<file path="src/rtl/fifo_write_arbiter_pkg.sv">
// Shared types and constants for the fifo write-port arbiter and its helpers.
package fifo_write_arbiter_pkg;

  // Arbiter control states: IDLE arbitrates, BUSY waits for the fifo's ack.
  typedef enum logic [0:0] {
    IDLE = 1'b0,
    BUSY = 1'b1
  } arb_state_e;

  // Width of the optional completed-transfer counter.
  localparam int unsigned STATS_COUNT_WIDTH = 32;

endpackage

</file>
<file path="src/rtl/rr_priority_select.sv">
// Combinational round-robin pick: first set valid bit at or above rr_ptr_i,
// wrapping from NUM_REQUESTER-1 back to 0.
module rr_priority_select #(
  parameter int unsigned NUM_REQUESTER      = 4,
  parameter int unsigned NUM_REQUESTER_LOG2 = 2
) (
  input  logic [NUM_REQUESTER-1:0]      valid_i,
  input  logic [NUM_REQUESTER_LOG2-1:0] rr_ptr_i,
  output logic [NUM_REQUESTER_LOG2-1:0] winner_c_o,
  output logic                          any_valid_c_o
);

  logic [2*NUM_REQUESTER-1:0] doubled;
  logic [NUM_REQUESTER-1:0]   rotated;
  int unsigned                offset;
  int unsigned                sum;

  // Rotate so rr_ptr sits at bit 0, find the lowest set bit, rotate the index back.
  always_comb begin
    doubled       = {valid_i, valid_i} >> rr_ptr_i;
    rotated       = doubled[NUM_REQUESTER-1:0];
    offset        = 0;
    any_valid_c_o = 1'b0;
    for (int i = 0; i < NUM_REQUESTER; i++) begin
      if (!any_valid_c_o && rotated[i]) begin
        any_valid_c_o = 1'b1;
        offset        = 32'(i);
      end
    end
    sum = 32'(rr_ptr_i) + offset;
    if (sum >= NUM_REQUESTER) begin
      sum = sum - NUM_REQUESTER;
    end
    winner_c_o = NUM_REQUESTER_LOG2'(sum);
  end

endmodule

</file>
<file path="src/rtl/fifo_write_arbiter.sv">
// Round-robin arbiter sharing one fifo_queue write port among NUM_REQUESTER
// producers. The winner's entry is captured into a registered output and held
// until the fifo acks it; the winner gets a one-cycle ack pulse at grant time.
// Optional build macro FIFO_WRITE_ARBITER_STATS_EN adds grant_count_out and
// contention_out.
module fifo_write_arbiter
  import fifo_write_arbiter_pkg::*;
#(
  parameter int unsigned NUM_REQUESTER              = 4,
  parameter int unsigned NUM_REQUESTER_LOG2         = 2,
  parameter int unsigned SINGLE_ENTRY_WIDTH_IN_BITS = 32
) (
  input  logic                                                clk_in,
  input  logic                                                reset_in,
  input  logic [NUM_REQUESTER*SINGLE_ENTRY_WIDTH_IN_BITS-1:0] request_packed_in,
  input  logic [NUM_REQUESTER-1:0]                            request_valid_packed_in,
  output logic [NUM_REQUESTER-1:0]                            issue_ack_packed_out,
  output logic [SINGLE_ENTRY_WIDTH_IN_BITS-1:0]               request_out,
  output logic                                                request_valid_out,
  input  logic                                                issue_ack_in,
  output logic [NUM_REQUESTER_LOG2-1:0]                       grant_id_out
`ifdef FIFO_WRITE_ARBITER_STATS_EN
  ,
  output logic [STATS_COUNT_WIDTH-1:0]                        grant_count_out,
  output logic                                                contention_out
`endif
);

  localparam int unsigned W = SINGLE_ENTRY_WIDTH_IN_BITS;

  arb_state_e                    state_q, state_d;
  logic [NUM_REQUESTER_LOG2-1:0] rr_ptr_q, rr_ptr_d;
  logic [W-1:0]                  request_q, request_d;
  logic                          valid_q, valid_d;
  logic [NUM_REQUESTER-1:0]      ack_q, ack_d;
  logic [NUM_REQUESTER_LOG2-1:0] grant_id_q, grant_id_d;

  logic [NUM_REQUESTER_LOG2-1:0] sel_winner;
  logic                          sel_any_valid;
  logic [W-1:0]                  entry_arr [NUM_REQUESTER];

  // Unpack the flat entry bus into one word per requester.
  for (genvar g = 0; g < NUM_REQUESTER; g++) begin : g_unpack
    assign entry_arr[g] = request_packed_in[g*W +: W];
  end

  rr_priority_select #(
    .NUM_REQUESTER      (NUM_REQUESTER),
    .NUM_REQUESTER_LOG2 (NUM_REQUESTER_LOG2)
  ) u_rr_priority_select (
    .valid_i       (request_valid_packed_in),
    .rr_ptr_i      (rr_ptr_q),
    .winner_c_o    (sel_winner),
    .any_valid_c_o (sel_any_valid)
  );

  // State and datapath registers; reset drops any in-flight entry.
  always_ff @(posedge clk_in or posedge reset_in) begin
    if (reset_in) begin
      state_q    <= IDLE;
      rr_ptr_q   <= '0;
      request_q  <= '0;
      valid_q    <= 1'b0;
      ack_q      <= '0;
      grant_id_q <= '0;
    end else begin
      state_q    <= state_d;
      rr_ptr_q   <= rr_ptr_d;
      request_q  <= request_d;
      valid_q    <= valid_d;
      ack_q      <= ack_d;
      grant_id_q <= grant_id_d;
    end
  end

  // Next-state: grant in IDLE, wait for the fifo ack in BUSY, then advance the pointer.
  always_comb begin
    state_d    = state_q;
    rr_ptr_d   = rr_ptr_q;
    request_d  = request_q;
    valid_d    = valid_q;
    ack_d      = '0;
    grant_id_d = grant_id_q;
    case (state_q)
      IDLE: begin
        if (sel_any_valid) begin
          request_d  = entry_arr[sel_winner];
          valid_d    = 1'b1;
          grant_id_d = sel_winner;
          ack_d      = NUM_REQUESTER'(1) << sel_winner;
          state_d    = BUSY;
        end
      end
      BUSY: begin
        if (issue_ack_in) begin
          request_d = '0;
          valid_d   = 1'b0;
          rr_ptr_d  = (grant_id_q == NUM_REQUESTER_LOG2'(NUM_REQUESTER - 1)) ?
                      '0 : grant_id_q + NUM_REQUESTER_LOG2'(1);
          state_d   = IDLE;
        end
      end
      default: state_d = IDLE;
    endcase
  end

  assign issue_ack_packed_out = ack_q;
  assign request_out          = request_q;
  assign request_valid_out    = valid_q;
  assign grant_id_out         = grant_id_q;

`ifdef FIFO_WRITE_ARBITER_STATS_EN
  logic [STATS_COUNT_WIDTH-1:0] grant_count_q, grant_count_d;
  logic                         contention_q, contention_d;

  // Statistics registers.
  always_ff @(posedge clk_in or posedge reset_in) begin
    if (reset_in) begin
      grant_count_q <= '0;
      contention_q  <= 1'b0;
    end else begin
      grant_count_q <= grant_count_d;
      contention_q  <= contention_d;
    end
  end

  // Saturating count of completed transfers; flag arbitrations with 2+ valids.
  always_comb begin
    grant_count_d = grant_count_q;
    contention_d  = 1'b0;
    if (state_q == BUSY && issue_ack_in && grant_count_q != '1) begin
      grant_count_d = grant_count_q + STATS_COUNT_WIDTH'(1);
    end
    if (state_q == IDLE &&
        (request_valid_packed_in & (request_valid_packed_in - NUM_REQUESTER'(1))) != '0) begin
      contention_d = 1'b1;
    end
  end

  assign grant_count_out = grant_count_q;
  assign contention_out  = contention_q;
`endif

endmodule

</file>
<file path="config.mk">
export PLATFORM = sky130hd
export DESIGN_NAME = fifo_write_arbiter
export DESIGN_NICKNAME = d
export VERILOG_FILES = /design/src/rtl/fifo_write_arbiter_pkg.sv /design/src/rtl/rr_priority_select.sv /design/src/rtl/fifo_write_arbiter.sv
export SDC_FILE = /design/constraint.sdc
export NUM_CORES = 1
export LEC_CHECK = 0
export ABC_AREA = 1
export ABC_CLOCK_PERIOD_IN_PS = 2100
export CAP_MARGIN = 10
export CORE_MARGIN = 5
export CORE_UTILIZATION = 35
export DETAILED_ROUTE_END_ITERATION = 6
export PLACE_DENSITY = 0.79
export SYNTH_ARGS = -nofsm -noshare
export SYNTH_HDL_FRONTEND = slang
export SYNTH_SLANG_ARGS = --single-unit
</file>
<file path="constraint.sdc">
create_clock -name clk_in -period 2.1 [get_ports clk_in]
set_input_delay 0.42 -clock clk_in [delete_from_list [all_inputs] [get_ports clk_in]]
set_output_delay 0.42 -clock clk_in [all_outputs]
set_load 0.1 [all_outputs]
</file>
==> results_dict.tcl, run 1 <==
set metrics [dict create \
    clockBufferDepth 2 \
    cts_buffers 5 \
    ant_nets 0 \
    coreArea_um2 8180 \
    dieWidth_um 101 \
    clk_pin_slew_ns 0.07 \
    period_share_pct 101 \
    ff_latch_area_um2 1050 \
    failed_checks "negative setup slack" \
    boundaryPins 174 \
    grt_max_degree 37 \
    layout_commonest_cell "nand2_1" \
    drt-pass1-iter-count 4 \
    dp_hpwl_um 7840 \
    clkSinkCount 42 \
    num-fill-cells 688 \
    clkLatencyLatePin_ns 0.28 \
    fin_area_um2 5360 \
    crit_arrival_ns 2.28 \
    maxSlewHeadroom_pct 66.2 \
    antenna_cells 0 \
    worst_pin_slew_ns 0.506 \
    status "complete, but fails checks" \
    io_buffers 173 \
    finalCriticalPeriod_ns 2.11 \
    yosys_warnings 0 \
    postPlaceCellArea_um2 4700 \
    layout_common_cells "236 x nand2_1, 130 x clkdlybuf4s50_1, 51 x buf_4" \
    start_util_pct 35.7 \
    rsz0062_at_grt "yes" \
    grt_overflow_total 0 \
    drive_gt1_share_pct 22.3 \
    fp-row-count 33 \
    fin_ws_ns -0.0129 \
    top_usage_layer "met2" \
    cap_violations 0 \
    syn-num-nets 593 \
    met1_usage_pct 25.1 \
    whs_ns 0.472 \
    synth_area_um2 2920 \
    hold_viol_final 0 \
    grt_usage_pct 20.7 \
    cts_tree "yes" \
    grt.met3_usage_pct 4.48 \
    drt_iter0_drc 122 \
    layout-area-overhead-vs-synth_pct 83.4 \
    synth-seq-cells 42 \
    fin_util_pct 65.5 \
    gp_congestion 0.835 \
    vias 3729 \
    cts_hold_buf 0 \
    grt_pass1_wl_um 17200 \
    fp.dieH_um 101 \
    antenna_found_initial 0 \
    avgSynthCellArea_um2 6.40 \
    synth_cell_types 25 \
    die_area_um2 10300 \
    cp-start-kind "flip-flop" \
    synth_cells 456 \
    ys_seq_area_share_pct 36.0 \
    root_buffer "clkbuf_8" \
    critPathRequiredTime_ns 2.27 \
    cp_max_fo 8 \
    cts_max_level 2 \
    multi_input_area_um2 2030 \
    grt_util_met2_pct 36.9 \
    avgRoutedWirePerCell_um 15.7 \
    finalSetupViolCount 23 \
    dpl_worst_slack_ns -0.537 \
    grt_pass1_vias 3655 \
    routed_wl_um 11600 \
    endpoint_kind "flip-flop" \
    slew_viol_final 0 \
    max_freq_mhz 473 \
    clock_skew_ns 0.00298 \
    hold_class "primary input to asynchronous set/reset pin" \
    criticalPathCategory "flip-flop to flip-flop" \
    drt-vias-per-instance 5.03 \
    drc 0 \
    final_nets 774 \
]
[logic make-up (layout without fill, tap and decap cells)]
family	count (synthesis)	in the layout	synth area share [%]
buf+inv	42	217	7.97
xor+xnor	1	1	0.300
flops	42	42	36.0
fa+ha+maj	2	2	0.857
compound gates	5	5	1.03
simple gates	364	369	53.9
[sequential cells by signal, summed over array words and instances (netlist names)]
register              flops
request_out              32
rr_ptr_q                  2
grant_id_out              2
request_valid_out         1
issue_ack_packed_out      4
state_q                   1
[path summary, 6_finish.rpt]
check	start	end	slack [ns]	cells past startpoint
hold reg to reg	request_out[11]	request_out[11]	0.50	2
max in group asynchronous	reset_in	request_out[15]	1.15	3
hold / removal	reset_in	request_out[6]	0.47	2
setup / recovery	rr_ptr_q[0]	request_out[12]	-0.01	13
min in group clk_in	request_out[11]	request_out[11]	0.50	2
setup reg to reg	rr_ptr_q[0]	request_out[12]	-0.01	13
[area by class of cell]
type / count / share of cell area (%)
Tap cell: 105 / 2.45
Inverter: 9 / 0.678
Multi-Input combinational cell: 377 / 37.9
Timing Repair Buffer: 202 / 37.8
Sequential cell: 42 / 19.7
Clock buffer: 6 / 1.54
[cells in the mapped netlist (all sizes together)]
| library cell | n | area share (%) |
|---|---|---|
| dfrtp | 42 | 36 |
| nand3 | 75 | 13 |
| ha | 2 | 0.86 |
| nor2 | 7 | 1.5 |
| a21oi | 1 | 0.17 |
| a21boi | 1 | 0.26 |
| o31ai | 1 | 0.26 |
| buf | 20 | 5.0 |
| nand4 | 32 | 6.9 |
| clkbuf | 13 | 1.8 |
| o21ai | 2 | 0.34 |
| xor2 | 1 | 0.30 |
| clkinv | 1 | 0.13 |
| inv | 8 | 1.0 |
| nand2 | 250 | 32 |
[per-layer routing]
| layer | vias up | share of wire, % | wire, um |
|---|---|---|---|
| li1 | 1852 | - | - |
| met2 | 173 | 51 | 5910 |
| met4 | 0 | 1.4 | 159 |
| met3 | 16 | 8.4 | 976 |
| met5 | - | 0 | 0 |
| met1 | 1688 | 39 | 4590 |
[critical path, stage by stage, from the launching register on]
cell,delay (ns)
dfrtp_2,0.49
inv_4,0.12
nand2_2,0.08
nand3_2,0.10
nand3_2,0.12
a21boi_4,0.16
ha_4,0.17
xor2_4,0.16
inv_2,0.07
nand3_4,0.09
buf_12,0.17
nand2_8,0.11
nand3_2,0.09
nand3_2,0.05
[what timing repair did]
action,CTS,global route
pin swaps,12,15
hold endpoints to repair,0,0
setup buffers,8,2
endpoints found under the setup margin,38,38
gates cloned,5,1
resized for setup,44,43
[per-stage QoR]
stage               setup TNS, ns  cells
CTS                             0    738
finish                     -0.159    741
floorplan                   -1.08    456
global placement           -14.50    719
detailed placement         -19.09    719
global route                -3.21    741
Power of run 1 is not shown: default switching activity piles up to over one toggle a cycle in this logic, so the estimate is an artifact.
==> inputs of run 2 (changes only) <==
Settings changed: ABC_CLOCK_PERIOD_IN_PS 2100 to default.
==> results of run 2 <==
Final layout, timing and power as in run 1 (identical DEF).
Power of run 2 is left out for the same reason.
